File: src/rtl/reorder_out_sched_if.sv
// ---------------------------------------------------------------------------
// reorder_out_sched_if
// Bundle between the reorder output scheduler and its surroundings.
//   done_*      : frame-ready notification from the reorder FSM
//   rd_*        : read port toward the reorder store (data returns 1 cycle
//                 after rd_en_o)
//   out_*       : valid/ready symbol stream toward downstream, SOF/EOF tagged
//   bank_free_* : release pulse for a bank whose last symbol was accepted
//   overflow_o  : a frame-ready notification was dropped
//   busy_o      : scheduler has queued or in-flight work
// Modports: slave = the scheduler, master = the environment driving it.
// ---------------------------------------------------------------------------
interface reorder_out_sched_if #(
  parameter int W = 10
);
  logic         done_i;
  logic         done_bank_i;
  logic         done_use_rec_i;
  logic         rd_en_o;
  logic         rd_sel_o;
  logic         rd_use_rec_o;
  logic [9:0]   rd_addr_o;
  logic [W-1:0] rd_data_i;
  logic         out_vld_o;
  logic         out_rdy_i;
  logic [W-1:0] out_data_o;
  logic         out_sof_o;
  logic         out_eof_o;
  logic         bank_free_o;
  logic         bank_free_sel_o;
  logic         overflow_o;
  logic         busy_o;

  modport slave (
    input  done_i, done_bank_i, done_use_rec_i, rd_data_i, out_rdy_i,
    output rd_en_o, rd_sel_o, rd_use_rec_o, rd_addr_o,
           out_vld_o, out_data_o, out_sof_o, out_eof_o,
           bank_free_o, bank_free_sel_o, overflow_o, busy_o
  );

  modport master (
    output done_i, done_bank_i, done_use_rec_i, rd_data_i, out_rdy_i,
    input  rd_en_o, rd_sel_o, rd_use_rec_o, rd_addr_o,
           out_vld_o, out_data_o, out_sof_o, out_eof_o,
           bank_free_o, bank_free_sel_o, overflow_o, busy_o
  );
endinterface

File: src/rtl/reorder_out_sched.sv
// ---------------------------------------------------------------------------
// reorder_out_sched
// Output scheduler of the reorder stage. Frame-ready jobs {bank, use_rec}
// are queued (2 deep), each job is read in address order 0..N-1 from the
// reorder store, and the symbols are streamed downstream through a 2-entry
// skid buffer with SOF/EOF tags. The bank is released one cycle after its
// EOF symbol is accepted.
// Ports:
//   clk_i  : clock
//   rst_ni : asynchronous active-low reset
//   bus    : reorder_out_sched_if.slave (done/rd/out/bank_free/status)
// N must be at least 2 and at most 1024 (10-bit read address).
// ---------------------------------------------------------------------------
module reorder_out_sched #(
  parameter int W = 10,
  parameter int N = 544
) (
  input logic                 clk_i,
  input logic                 rst_ni,
  reorder_out_sched_if.slave  bus
);

  localparam int             AW        = 10;
  localparam logic [AW-1:0]  ADDR_LAST = AW'(N - 1);

  localparam logic [0:0] ST_IDLE = 1'b0;
  localparam logic [0:0] ST_READ = 1'b1;

  // Job queue
  logic [1:0] jq_bank;
  logic [1:0] jq_rec;
  logic       jq_wptr;
  logic       jq_rptr;
  logic [1:0] jq_cnt;
  logic       jq_nempty;
  logic       jq_full;
  logic       jq_push;
  logic       jq_pop;

  // Read sequencer
  logic [0:0]    state_q;
  logic          cur_bank_q;
  logic          cur_rec_q;
  logic [AW-1:0] addr_q;
  logic          job_vld;
  logic          eff_bank;
  logic          eff_rec;
  logic [AW-1:0] eff_addr;
  logic          eff_last;
  logic [2:0]    credit;
  logic          rd_issue;

  // Tags travelling with the read in flight
  logic rd_vld_q;
  logic tag_sof_q;
  logic tag_eof_q;
  logic tag_bank_q;

  // Output buffer
  logic [W-1:0] ob_data [2];
  logic [1:0]   ob_sof;
  logic [1:0]   ob_eof;
  logic [1:0]   ob_bank;
  logic         ob_wptr;
  logic         ob_rptr;
  logic [1:0]   ob_cnt;
  logic         ob_nempty;
  logic         ob_pop;

  logic overflow_q;
  logic bank_free_q;
  logic bank_free_sel_q;

  // NOTE: every signal gets a default at the top of always_comb so no path
  // leaves it unassigned, which would otherwise infer a latch.
  always_comb begin
    ob_nempty = (ob_cnt != 2'd0);
    ob_pop    = ob_nempty & bus.out_rdy_i;
    jq_nempty = (jq_cnt != 2'd0);
    jq_full   = (jq_cnt == 2'd2);

    // In IDLE the queue head is issued directly so address 0 goes out in the
    // same cycle the job is popped; in READ the latched job drives the port.
    job_vld  = jq_nempty;
    eff_bank = jq_bank[jq_rptr];
    eff_rec  = jq_rec[jq_rptr];
    eff_addr = '0;
    if (state_q == ST_READ) begin
      job_vld  = 1'b1;
      eff_bank = cur_bank_q;
      eff_rec  = cur_rec_q;
      eff_addr = addr_q;
    end
    eff_last = (eff_addr == ADDR_LAST);

    // A symbol leaving the buffer this cycle frees its slot for a read issued
    // now, which keeps one symbol per cycle flowing while never letting
    // buffered plus in-flight entries exceed two.
    credit   = 3'd2 + {2'b00, ob_pop} - {1'b0, ob_cnt} - {2'b00, rd_vld_q};
    rd_issue = job_vld & (credit != 3'd0);

    jq_pop  = jq_nempty & ((state_q == ST_IDLE) | (rd_issue & eff_last));
    jq_push = bus.done_i & (~jq_full | jq_pop);
  end

  // NOTE: sequential state uses non-blocking assignments so every register
  // samples the pre-edge value of the others, independent of statement order.
  always_ff @(posedge clk_i or negedge rst_ni) begin
    if (!rst_ni) begin
      jq_bank    <= '0;
      jq_rec     <= '0;
      jq_wptr    <= 1'b0;
      jq_rptr    <= 1'b0;
      jq_cnt     <= 2'd0;
      overflow_q <= 1'b0;
    end else begin
      if (jq_push) begin
        jq_bank[jq_wptr] <= bus.done_bank_i;
        jq_rec[jq_wptr]  <= bus.done_use_rec_i;
        jq_wptr          <= ~jq_wptr;
      end
      if (jq_pop) jq_rptr <= ~jq_rptr;
      jq_cnt     <= jq_cnt + {1'b0, jq_push} - {1'b0, jq_pop};
      overflow_q <= bus.done_i & jq_full & ~jq_pop;
    end
  end

  always_ff @(posedge clk_i or negedge rst_ni) begin
    if (!rst_ni) begin
      state_q    <= ST_IDLE;
      cur_bank_q <= 1'b0;
      cur_rec_q  <= 1'b0;
      addr_q     <= '0;
    end else begin
      case (state_q)
        ST_IDLE: begin
          if (jq_nempty) begin
            state_q    <= ST_READ;
            cur_bank_q <= jq_bank[jq_rptr];
            cur_rec_q  <= jq_rec[jq_rptr];
            addr_q     <= rd_issue ? AW'(1) : '0;
          end
        end
        default: begin
          if (rd_issue) begin
            if (eff_last) begin
              addr_q <= '0;
              if (jq_nempty) begin
                cur_bank_q <= jq_bank[jq_rptr];
                cur_rec_q  <= jq_rec[jq_rptr];
              end else begin
                state_q <= ST_IDLE;
              end
            end else begin
              addr_q <= addr_q + AW'(1);
            end
          end
        end
      endcase
    end
  end

  always_ff @(posedge clk_i or negedge rst_ni) begin
    if (!rst_ni) begin
      rd_vld_q   <= 1'b0;
      tag_sof_q  <= 1'b0;
      tag_eof_q  <= 1'b0;
      tag_bank_q <= 1'b0;
    end else begin
      rd_vld_q <= rd_issue;
      if (rd_issue) begin
        tag_sof_q  <= (eff_addr == '0);
        tag_eof_q  <= eff_last;
        tag_bank_q <= eff_bank;
      end
    end
  end

  // NOTE: the two buffer data slots are reset on purpose so out_data_o reads
  // 0 out of reset; a large storage array would be left unreset instead.
  always_ff @(posedge clk_i or negedge rst_ni) begin
    if (!rst_ni) begin
      for (int i = 0; i < 2; i++) ob_data[i] <= '0;
      ob_sof  <= '0;
      ob_eof  <= '0;
      ob_bank <= '0;
      ob_wptr <= 1'b0;
      ob_rptr <= 1'b0;
      ob_cnt  <= 2'd0;
    end else begin
      if (rd_vld_q) begin
        ob_data[ob_wptr] <= bus.rd_data_i;
        ob_sof[ob_wptr]  <= tag_sof_q;
        ob_eof[ob_wptr]  <= tag_eof_q;
        ob_bank[ob_wptr] <= tag_bank_q;
        ob_wptr          <= ~ob_wptr;
      end
      if (ob_pop) ob_rptr <= ~ob_rptr;
      ob_cnt <= ob_cnt + {1'b0, rd_vld_q} - {1'b0, ob_pop};
    end
  end

  always_ff @(posedge clk_i or negedge rst_ni) begin
    if (!rst_ni) begin
      bank_free_q     <= 1'b0;
      bank_free_sel_q <= 1'b0;
    end else begin
      bank_free_q <= ob_pop & ob_eof[ob_rptr];
      if (ob_pop & ob_eof[ob_rptr]) bank_free_sel_q <= ob_bank[ob_rptr];
    end
  end

  assign bus.rd_en_o         = rd_issue;
  assign bus.rd_sel_o        = eff_bank;
  assign bus.rd_use_rec_o    = eff_rec;
  assign bus.rd_addr_o       = eff_addr;
  assign bus.out_vld_o       = ob_nempty;
  assign bus.out_data_o      = ob_data[ob_rptr];
  assign bus.out_sof_o       = ob_nempty & ob_sof[ob_rptr];
  assign bus.out_eof_o       = ob_nempty & ob_eof[ob_rptr];
  assign bus.bank_free_o     = bank_free_q;
  assign bus.bank_free_sel_o = bank_free_sel_q;
  assign bus.overflow_o      = overflow_q;
  assign bus.busy_o          = jq_nempty | (state_q == ST_READ) | rd_vld_q | ob_nempty;

endmodule

File: src/flat_wrapper.sv
// flat-port wrapper written by rule: the top's interface ports become plain ports
module reorder_out_sched_flat 
#(
  parameter int W = 10,
  parameter int N = 544
)
  (clk_i, rst_ni, bus_done_i, bus_done_bank_i, bus_done_use_rec_i, bus_rd_data_i, bus_out_rdy_i, bus_rd_en_o, bus_rd_sel_o, bus_rd_use_rec_o, bus_rd_addr_o, bus_out_vld_o, bus_out_data_o, bus_out_sof_o, bus_out_eof_o, bus_bank_free_o, bus_bank_free_sel_o, bus_overflow_o, bus_busy_o);
  reorder_out_sched_if #(.W(W)) bus_i ();
  input logic clk_i;
  input logic rst_ni;
  input wire logic [$bits(bus_i.done_i)-1:0] bus_done_i;
  input wire logic [$bits(bus_i.done_bank_i)-1:0] bus_done_bank_i;
  input wire logic [$bits(bus_i.done_use_rec_i)-1:0] bus_done_use_rec_i;
  input wire logic [$bits(bus_i.rd_data_i)-1:0] bus_rd_data_i;
  input wire logic [$bits(bus_i.out_rdy_i)-1:0] bus_out_rdy_i;
  output wire logic [$bits(bus_i.rd_en_o)-1:0] bus_rd_en_o;
  output wire logic [$bits(bus_i.rd_sel_o)-1:0] bus_rd_sel_o;
  output wire logic [$bits(bus_i.rd_use_rec_o)-1:0] bus_rd_use_rec_o;
  output wire logic [$bits(bus_i.rd_addr_o)-1:0] bus_rd_addr_o;
  output wire logic [$bits(bus_i.out_vld_o)-1:0] bus_out_vld_o;
  output wire logic [$bits(bus_i.out_data_o)-1:0] bus_out_data_o;
  output wire logic [$bits(bus_i.out_sof_o)-1:0] bus_out_sof_o;
  output wire logic [$bits(bus_i.out_eof_o)-1:0] bus_out_eof_o;
  output wire logic [$bits(bus_i.bank_free_o)-1:0] bus_bank_free_o;
  output wire logic [$bits(bus_i.bank_free_sel_o)-1:0] bus_bank_free_sel_o;
  output wire logic [$bits(bus_i.overflow_o)-1:0] bus_overflow_o;
  output wire logic [$bits(bus_i.busy_o)-1:0] bus_busy_o;
  assign bus_i.done_i = bus_done_i;
  assign bus_i.done_bank_i = bus_done_bank_i;
  assign bus_i.done_use_rec_i = bus_done_use_rec_i;
  assign bus_i.rd_data_i = bus_rd_data_i;
  assign bus_i.out_rdy_i = bus_out_rdy_i;
  assign bus_rd_en_o = bus_i.rd_en_o;
  assign bus_rd_sel_o = bus_i.rd_sel_o;
  assign bus_rd_use_rec_o = bus_i.rd_use_rec_o;
  assign bus_rd_addr_o = bus_i.rd_addr_o;
  assign bus_out_vld_o = bus_i.out_vld_o;
  assign bus_out_data_o = bus_i.out_data_o;
  assign bus_out_sof_o = bus_i.out_sof_o;
  assign bus_out_eof_o = bus_i.out_eof_o;
  assign bus_bank_free_o = bus_i.bank_free_o;
  assign bus_bank_free_sel_o = bus_i.bank_free_sel_o;
  assign bus_overflow_o = bus_i.overflow_o;
  assign bus_busy_o = bus_i.busy_o;
  reorder_out_sched #(.W(W), .N(N)) u_core (.clk_i(clk_i), .rst_ni(rst_ni), .bus(bus_i));
endmodule
File: config.mk
export PLATFORM = sky130hd
export DESIGN_NAME = reorder_out_sched_flat
export DESIGN_NICKNAME = d
export VERILOG_FILES = /design/src/rtl/reorder_out_sched_if.sv /design/src/rtl/reorder_out_sched.sv /design/src/flat_wrapper.sv
export SDC_FILE = /design/constraint.sdc
export NUM_CORES = 1
export LEC_CHECK = 0
export ABC_CLOCK_PERIOD_IN_PS = 3100
export BUFFER_PORTS_ARGS = -buffer_cell sky130_fd_sc_hd__buf_2
export CAP_MARGIN = 20
export CORE_ASPECT_RATIO = 0.8
export CORE_MARGIN = 4
export CORE_UTILIZATION = 55
export DETAILED_ROUTE_END_ITERATION = 10
export PLACE_DENSITY_LB_ADDON = 0.15
export SYNTH_ARGS = -nofsm -noshare
export SYNTH_HDL_FRONTEND = slang
export SYNTH_SLANG_ARGS = --single-unit
File: constraint.sdc
create_clock -name clk_i -period 3.1 [get_ports clk_i]
set_input_delay 0.62 -clock clk_i [delete_from_list [all_inputs] [get_ports clk_i]]
set_output_delay 0.62 -clock clk_i [all_outputs]
set_load 0.05 [all_outputs]
Word-level counts from Yosys, hierarchy flattened
Cells that the tools add are included.
Widths: inputs -> output; s select.
Cells by class
  add/sub/neg operators: 8
  order comparisons: 9
  equal/unequal tests: 4
  multiplexer cells: 46
  bitwise operators: 24
  reduce and logical (&&, ||, !) cells: 10
Operator list (number)
  $mux 10: 9
  $mux 1: 28
  $bwmux 20: 1
  $add 10x1->10 const B: 1
  $and 1x1->1: 10
  $bwmux 2: 5
  $demux 10 s1: 1
  $eq 10x10->1 const B: 1
  $logic_not 10->1: 1
  $lt 1x2->1 const B: 4
  $not 1->1: 7
  $reduce_bool 2->1: 3
  $or 1x1->1: 5
  $add 2x1->2: 2
  $ge 2x2->1 const B: 2
  $ne 2x2->1 const B: 2
  $not 1->2: 2
  $reduce_and 2->1: 2
  $sub 2x1->2: 2
  $add 2x1->3 const A: 1
  $logic_and 1x1->1: 3
  $reduce_bool 3->1: 1
  $sub 3x1->3: 1
  $sub 3x2->3: 1
  other kinds (4): 6
Storage, ports and cells
  bits in registers: 58

Longest topological paths before layout
Gate-level depths: netlist of run 1.
  depth after elaboration: 14
  gate-level depth with buffers: 11
  gate-level depth less buffers: 11

Least setup slack after synthesis of run 1
No wires, ideal clock.
  kind: input-to-output
  from: input bus_out_rdy_i
  to: output bus_rd_en_o
  arrival time: 2.567 ns
  required time: 2.480 ns
  path slack: -0.087 ns
  stages on the path: 7
  buffers on the path: 0
  cell sequence: o21ai_0 > inv_1 > fa_1 > inv_1 > ha_1 > nor3b_2 > nor2_1
On the way
  cells in the longest elaborated chain, start to end: 6
RTL lines
  from (decl): line flat_wrapper.sv:15  | input wire logic [$bits(bus_i.out_rdy_i)-1:0] bus_out_rdy_i;
  $and 1x1->1: line reorder_out_sched.sv:78  | ob_pop = ob_nempty & bus.out_rdy_i;
  $add 2x1->3: line reorder_out_sched.sv:99  | credit = 3'd2 + {2'b00, ob_pop} - {1'b0, ob_cnt} - {2'b00, rd_vld_q};
  $sub 3x2->3: line reorder_out_sched.sv:99
  $sub 3x1->3: line reorder_out_sched.sv:99
  $reduce_bool 3->1: line reorder_out_sched.sv:100  | rd_issue = job_vld & (credit != 3'd0);
  $and 1x1->1: line reorder_out_sched.sv:100
  to (decl): line flat_wrapper.sv:16  | output wire logic [$bits(bus_i.rd_en_o)-1:0] bus_rd_en_o;
Every way passes these cells.

Worst setup path in the final report of run 1
  from: register u_core.ob_cnt[1]
  to: output bus_rd_en_o
On the way
  cells in the longest elaborated chain, start to end: 7
RTL lines
  from (decl): line reorder_out_sched.sv:66  | logic [1:0] ob_cnt;
  from (signal assigned): line reorder_out_sched.sv:199  | ob_cnt <= ob_cnt + {1'b0, rd_vld_q} - {1'b0, ob_pop};
  $reduce_bool 2->1: line reorder_out_sched.sv:77  | ob_nempty = (ob_cnt != 2'd0);
  $and 1x1->1: line reorder_out_sched.sv:78
  $add 2x1->3: line reorder_out_sched.sv:99
  $sub 3x2->3 (*): line reorder_out_sched.sv:99
  $sub 3x1->3 (*): line reorder_out_sched.sv:99
  $reduce_bool 3->1 (*): line reorder_out_sched.sv:100
  $and 1x1->1 (*): line reorder_out_sched.sv:100
Every way passes the cells marked *; elsewhere a longest branch is shown, timed or not.

==> results of run 1 <==
==> power groups by stage <==
stage / combinational [mW] / clock, mW / sequential [mW]
floorplan: 1.68 / 0 / 1.20
global placement: 1.94 / 0 / 1.31
detailed placement: 1.97 / 0 / 1.33
CTS: 2.01 / 0.897 / 1.31
global route: 2.17 / 0.937 / 1.36
finish: 2.01 / 0.873 / 1.32
==> worst max path at each step <==
| stage | slack [ns] | endpoint |
|---|---|---|
| floorplan | 0.21 | bus_rd_en_o |
| global placement | 0.16 | u_core.jq_bank[0] |
| detailed placement | 0.10 | u_core.jq_bank[0] |
| CTS | 0.01 | bus_rd_en_o |
| global route | 0.05 | bus_rd_en_o |
| finish | 0.16 | bus_rd_en_o |
==> metal layers <==
layer / GRT usage (%) / up-vias / share of wire, %
met5: 0 / - / 0
met4: 5.20 / 0 / 1.1
met3: 8.63 / 6 / 7.2
met2: 28.5 / 66 / 46
met1: 26.8 / 992 / 46
li1: - / 978 / -
==> state kept, by name (all words and copies together) (netlist names), 2 cells and up <==
register,flops
u_core.jq_bank,2
u_core.ob_sof,2
u_core.jq_rec,2
u_core.ob_data,20
u_core.ob_bank,2
u_core.ob_cnt,2
u_core.ob_eof,2
u_core.jq_cnt,2
u_core.addr_q,10
==> cells in the final DEF, fill, tap and decap left out, types with 7 or more instances in the layout <==
master,instances
sky130_fd_sc_hd__dfrtp_1,58
sky130_fd_sc_hd__mux2_2,46
sky130_fd_sc_hd__buf_2,44
sky130_fd_sc_hd__nor2_1,19
sky130_fd_sc_hd__inv_1,12
sky130_fd_sc_hd__clkbuf_8,11
sky130_fd_sc_hd__nand2_1,10
sky130_fd_sc_hd__and2_1,8
sky130_fd_sc_hd__xnor2_1,8
sky130_fd_sc_hd__nand3_1,7
sky130_fd_sc_hd__o21ai_0,7
sky130_fd_sc_hd__buf_4,7
==> metrics by stage <==
stage               cells  hold slack (ns)  total power, mW  area, µm²  setup slack, ns
detailed placement    347            0.479             3.30       3160            0.101
global route          364            0.307             4.47       3430           0.0526
CTS                   363            0.281             4.22       3420           0.0113
finish                364            0.284             4.20       3430            0.160
floorplan             243            0.324             2.87       2870            0.207
global placement      347            0.466             3.25       3160            0.156
==> kinds of logic (layout without fill, tap and decap cells) <==
| family | Yosys count | after routing | synth area share [%] |
|---|---|---|---|
| buffers and inverters | 22 | 81 | 3.67 |
| flip-flops | 58 | 58 | 50.7 |
| AO/OA/AOI/OAI | 31 | 31 | 7.91 |
| XOR/XNOR | 10 | 10 | 3.06 |
| adder cells (fa/ha/maj) | 6 | 6 | 2.88 |
| multiplexers | 51 | 51 | 19.8 |
| AND/OR/NAND/NOR | 65 | 65 | 11.9 |
==> worst reg2reg max path, delay by kind of cell, from the launching register on <==
| kind | cells | cell delay (ns) |
|---|---|---|
| compound gates | 3 | 0.79 |
| xor+xnor | 1 | 0.15 |
| fa+ha+maj | 3 | 0.82 |
| buf+inv | 3 | 0.31 |
| flops | 1 | 0.44 |
| simple gates | 1 | 0.18 |
==> final cells by class <==
cell class | instances | area, µm² | area share [%]
Clock buffer | 12 | 155 | 4.52
Clock inverter | 4 | 97.6 | 2.85
Inverter | 13 | 48.8 | 1.42
Multi-Input combinational cell | 163 | 1320 | 38.5
Sequential cell | 58 | 1450 | 42.3
Tap cell | 62 | 77.6 | 2.26
Timing Repair Buffer | 52 | 280 | 8.17
==> repair_timing <==
item                       in CTS  in global routing
gates resized for setup         2                  2
buffers inserted                0                  1
setup endpoints to repair       1                  1
==> results_dict.tcl, run 1 <==
set metrics [dict create \
    synthesis.area_per_instance_um2 11.8 \
    clock_tree.root_cell "sky130_fd_sc_hd__clkbuf_8" \
    worst_pin_slew_ns 0.973 \
    avgViaCountPerCell 5.61 \
    power.share.sequential_pct 31.4 \
    final.setup_skew_ns 0.00831 \
    via_count 2042 \
    yosys_most_used_dff "sky130_fd_sc_hd__dfrtp_1" \
    worstSetupPathDepth 8 \
    p_per_area_nw_per_um2 1230 \
    rsz0062_at_grt "false" \
    drt_iter0_markers 225 \
    max-clock-path-buffers 2 \
    first_global_vias 2008 \
    synth_commonest_cells "sky130_fd_sc_hd__dfrtp_1, sky130_fd_sc_hd__mux2_2, sky130_fd_sc_hd__nor2_1" \
    worstRegToRegCells 11 \
    final_core_utilization_pct 68.1 \
    synth-warning-count 0 \
    fin_setup_tns_ns 0 \
    clock_tree_from_tritoncts "yes" \
    synth-seq-cells 58 \
    htree_levels 3 \
    internal_power_mw 2.40 \
    total_switching_power_mw 1.81 \
    path_delay_family "adder cells" \
    grt_max_degree 27 \
    combinational_cell_fraction_of_total_power_pct 47.8 \
    remaining_drc_errors 0 \
    synth_fp_nets 265 \
    die_width_um 88.7 \
    result_of_the_run "finished, final reports clean" \
    synth_largest_type_area_fraction_pct 50.7 \
    irDropWorstVdd_mv 0.781 \
    biggest_fanout_along_the_worst_timing_path 4 \
    syn_inst 243 \
    num_cts_buffers 9 \
    worst_ep_arrival_time_ns 2.32 \
    finalCriticalPeriod_ns 2.94 \
    initial_core_utilization_pct 56.8 \
    numPortBuffers 45 \
    wire_per_inst_um 15.4 \
    worst-path-buf-inv 3 \
    dp_hpwl_um 3990 \
    postSynth.asyncResetShare_pct 100 \
    number_of_rows_created_at_floorplan 23 \
    globalRoute.totalOverflow 0 \
    drive_above_1_share_pct 40.7 \
    seq_area_frac_synth_pct 50.7 \
    r2r_slack_ns 0.30 \
    grt_usage_pct 19.6 \
    grt_first_pass_wirelength_um 9540 \
    finalNetCount 319 \
    yosysMostFrequentCell "sky130_fd_sc_hd__dfrtp_1" \
    timing.hold.worst.class "in2async" \
    design.core.area_um2 5040 \
    source_of_the_critical_timing_path "u_core.ob_cnt[1]" \
    die_height_um 72.5 \
    detail-route-antenna-nets 0 \
    gpl.final_weighted_congestion 0.926 \
    switching_part_of_the_total_pct 43.0 \
    min_period_over_period_pct 94.8 \
    timing.final.max_slew_violations 0 \
    path_common_cell "sky130_fd_sc_hd__inv_1" \
    synth_to_final_area_change_pct 19.8 \
    postCtsHoldBufs 0 \
    worst_setup_hold_path_clk_slew_ns 0.06 \
    reported_leakage_power_nw 1.62 \
    report.final.hold_viol_count 0 \
    crit-reg2reg-capture "u_core.jq_cnt[1]" \
    r2r_start "u_core.ob_cnt[1]" \
    diodes 0 \
    design.portCount 46 \
    worst_setup_sp_type "flip-flop" \
    insertion_delay_ns 0.33 \
    most_area_consuming_cells_after_synthesis "sky130_fd_sc_hd__dfrtp_1, sky130_fd_sc_hd__mux2_2, sky130_fd_sc_hd__nor2_1, sky130_fd_sc_hd__xnor2_1, sky130_fd_sc_hd__ha_1" \
    power_frac_clock_pct 20.8 \
    number_of_enable_flip_flop_cells_after_synthesis 0 \
    critical_path_required_ns 2.48 \
    tritoncts_num_sinks 58 \
    critical-path-max-stage-delay_ns 0.44 \
    grt_antenna_before_repair 0 \
    dieArea_um2 6430 \
    maxSlewHeadroom_pct 34.6 \
    post-synth-top-area-cell "sky130_fd_sc_hd__dfrtp_1" \
    synth_cell_type_count 43 \
    max_cap_viol_count 0 \
    max_clock_freq_mhz 340 \
    crit_slowest_cell "sky130_fd_sc_hd__dfrtp_1" \
    setup_viol 0 \
    num-fill-cells 410 \
    critPathCaptureType "primary output" \
    first_pass_iters 6 \
    netlist_area_um2 2860 \
    critical_path_class "reg2out" \
    routed_wl_um 5610 \
    path_cells "o21ai_2 -> inv_1 -> fa_1 -> inv_1 -> ha_1 -> nor3b_4 -> nor2_2 -> clkbuf_4" \
]
Note: power is estimated with default switching activity, not from simulation.
==> inputs of run 2 (changes only) <==
Settings changed: BUFFER_PORTS_ARGS -buffer_cell sky130_fd_sc_hd__buf_2 to -buffer_cell sky130_fd_sc_hd__clkbuf_2, CELL_PAD_IN_SITES_DETAIL_PLACEMENT from default to 1, CELL_PAD_IN_SITES_GLOBAL_PLACEMENT from default to 1, CORE_UTILIZATION 55 to 45, SLEW_MARGIN from default to 20.
==> results_dict.tcl, run 2 (synthesis gave the netlist of run 1 again) <==
set metrics [dict create \
    diodes 0 \
    internal_power_mw 2.28 \
    final_core_utilization_pct 57.1 \
    design.core.area_um2 6040 \
    p_per_area_nw_per_um2 1210 \
    first_pass_iters 4 \
    routed_wl_um 6540 \
    critical_path_class "reg2out" \
    critical_path_required_ns 2.48 \
    path_common_cell "sky130_fd_sc_hd__inv_1" \
    avgViaCountPerCell 5.29 \
    worst_pin_slew_ns 0.762 \
    crit_slowest_cell "sky130_fd_sc_hd__dfrtp_1" \
    layout.cells.most_common_list "sky130_fd_sc_hd__dfrtp_1, sky130_fd_sc_hd__mux2_2, sky130_fd_sc_hd__clkbuf_2, sky130_fd_sc_hd__nor2_1, sky130_fd_sc_hd__inv_1" \
    biggest_fanout_along_the_worst_timing_path 4 \
    max_cap_viol_count 0 \
    first_global_vias 2200 \
    die_height_um 79.3 \
    power.share.sequential_pct 31.7 \
    timing.final.max_slew_violations 0 \
    num_cts_buffers 9 \
    grt_usage_pct 18.8 \
    htree_levels 3 \
    tritoncts_num_sinks 58 \
    clock_tree_from_tritoncts "yes" \
    result_of_the_run "finished, final reports clean" \
    finalNetCount 320 \
    dp_hpwl_um 4630 \
    worst_ep_arrival_time_ns 2.27 \
    layout_top_registers "u_core.ob_data: 20 flops, u_core.addr_q: 10 flops" \
    gpl.final_weighted_congestion 0.824 \
    postCtsHoldBufs 0 \
    max-clock-path-buffers 2 \
    design.portCount 46 \
    critPathCaptureType "primary output" \
    via_count 2032 \
    synth_to_final_area_change_pct 20.5 \
    grt_antenna_before_repair 0 \
    power_frac_clock_pct 19.0 \
    wire_per_inst_um 17.0 \
    worst_setup_sp_type "flip-flop" \
    max_clock_freq_mhz 346 \
    grt_first_pass_wirelength_um 11300 \
    maxSlewHeadroom_pct 49.2 \
    drive_above_1_share_pct 41.3 \
    layout.cells.most_common "sky130_fd_sc_hd__dfrtp_1" \
    worst_setup_hold_path_clk_slew_ns 0.07 \
    report.final.hold_viol_count 0 \
    final.setup_skew_ns 0.00978 \
    insertion_delay_ns 0.35 \
    min_period_over_period_pct 93.1 \
    irDropWorstVdd_mv 0.516 \
    globalRoute.totalOverflow 0 \
    critical-path-max-stage-delay_ns 0.42 \
    finalCriticalPeriod_ns 2.89 \
    detail-route-antenna-nets 0 \
    numPortBuffers 45 \
    number_of_rows_created_at_floorplan 25 \
    drt_iter0_markers 77 \
    total_switching_power_mw 1.90 \
    largest_register "u_core.ob_data" \
    path_cells "o21ai_1 -> inv_1 -> fa_1 -> inv_1 -> ha_1 -> nor3b_4 -> nor2_2 -> clkbuf_4" \
    initial_core_utilization_pct 47.4 \
    switching_part_of_the_total_pct 45.5 \
    remaining_drc_errors 0 \
    grt_max_degree 32 \
    largest_register_ff_count 20 \
    reported_leakage_power_nw 1.62 \
    dieArea_um2 7710 \
    combinational_cell_fraction_of_total_power_pct 49.3 \
    rsz0062_at_grt "false" \
    clock_tree.root_cell "sky130_fd_sc_hd__clkbuf_8" \
    num-fill-cells 677 \
    setup_viol 0 \
    fin_setup_tns_ns 0 \
    die_width_um 97.2 \
    timing.hold.worst.class "in2async" \
]
-- run 2: cell types whose count changed in the layout (fill, tap and decap cells not counted) --
cell / change
sky130_fd_sc_hd__clkbuf_8: -2
sky130_fd_sc_hd__bufinv_16: -1
sky130_fd_sc_hd__buf_12: +1
sky130_fd_sc_hd__nor4_2: +1
sky130_fd_sc_hd__clkbuf_2: +44
sky130_fd_sc_hd__clkbuf_1: -1
sky130_fd_sc_hd__o21ai_2: -1
sky130_fd_sc_hd__buf_2: -44
sky130_fd_sc_hd__o21ai_1: +1
sky130_fd_sc_hd__inv_6: +1
sky130_fd_sc_hd__clkinv_4: +3
sky130_fd_sc_hd__nor4_1: -1
-- run 2: final cells by class --
type | instances | area, µm² | share of cell area, %
clock buffers | 9 | 124 | 3.59
flip-flops and latches | 58 | 1450 | 42.1
clock inverters | 7 | 103 | 2.97
well taps | 81 | 101 | 2.94
multi-input cells | 163 | 1320 | 38.3
repair buffers | 53 | 300 | 8.71
inverters | 13 | 48.8 | 1.41
-- run 2: routing by layer --
| layer | wire length [µm] | GRT usage, % | vias up |
|---|---|---|---|
| li1 | - | - | 972 |
| met2 | 3100 | 29.8 | 47 |
| met1 | 3010 | 23.9 | 1007 |
| met5 | 0 | 0 | - |
| met4 | 73 | 6.31 | 0 |
| met3 | 351 | 6.94 | 6 |
-- run 2: path summary, 6_finish.rpt --
| path | start | endpoint | slack (ns) | cells after the start |
|---|---|---|---|---|
| min in group clk_i | u_core.rd_vld_q | u_core.ob_wptr | 0.49 | 1 |
| max in group asynchronous | rst_ni | u_core.rd_vld_q | 2.14 | 2 |
| max | u_core.ob_cnt[1] | bus_rd_en_o | 0.21 | 8 |
| max reg2reg | u_core.ob_cnt[1] | u_core.addr_q[4] | 0.26 | 10 |
| min | rst_ni | u_core.addr_q[1] | 0.34 | 1 |
| min reg2reg | u_core.rd_vld_q | u_core.ob_wptr | 0.49 | 1 |
-- run 2: metrics by stage --
step	cells	hold slack [ns]	cell area, µm²	power (mW)	setup slack (ns)
floorplan	243	0.324	2870	2.87	0.207
global placement	367	0.468	3200	3.29	0.201
detailed placement	367	0.477	3200	3.36	0.0800
CTS	383	0.343	3430	4.20	0.00834
global route	384	0.375	3450	4.46	0.0320
finish	384	0.337	3450	4.19	0.213
-- run 2: critical path, delay by kind of cell (launching register included) --
kind / cells / cell delay, ns
AO/OA/AOI/OAI: 1 / 0.21
adder cells (fa/ha/maj): 2 / 0.60
buffers and inverters: 3 / 0.41
flip-flops: 1 / 0.42
AND/OR/NAND/NOR: 2 / 0.27
-- run 2: timing repair --
action / CTS / global route
gates resized for setup: 1 / 4
setup endpoints to repair: 1 / 3
setup buffers: 0 / 1
-- run 2: power groups by stage --
stage	clock network, mW	registers [mW]	logic (mW)
after floorplan	0	1.20	1.68
after global placement	0	1.32	1.97
after detailed placement	0	1.34	2.02
after CTS	0.816	1.33	2.06
after global routing	0.854	1.38	2.23
final	0.795	1.33	2.06
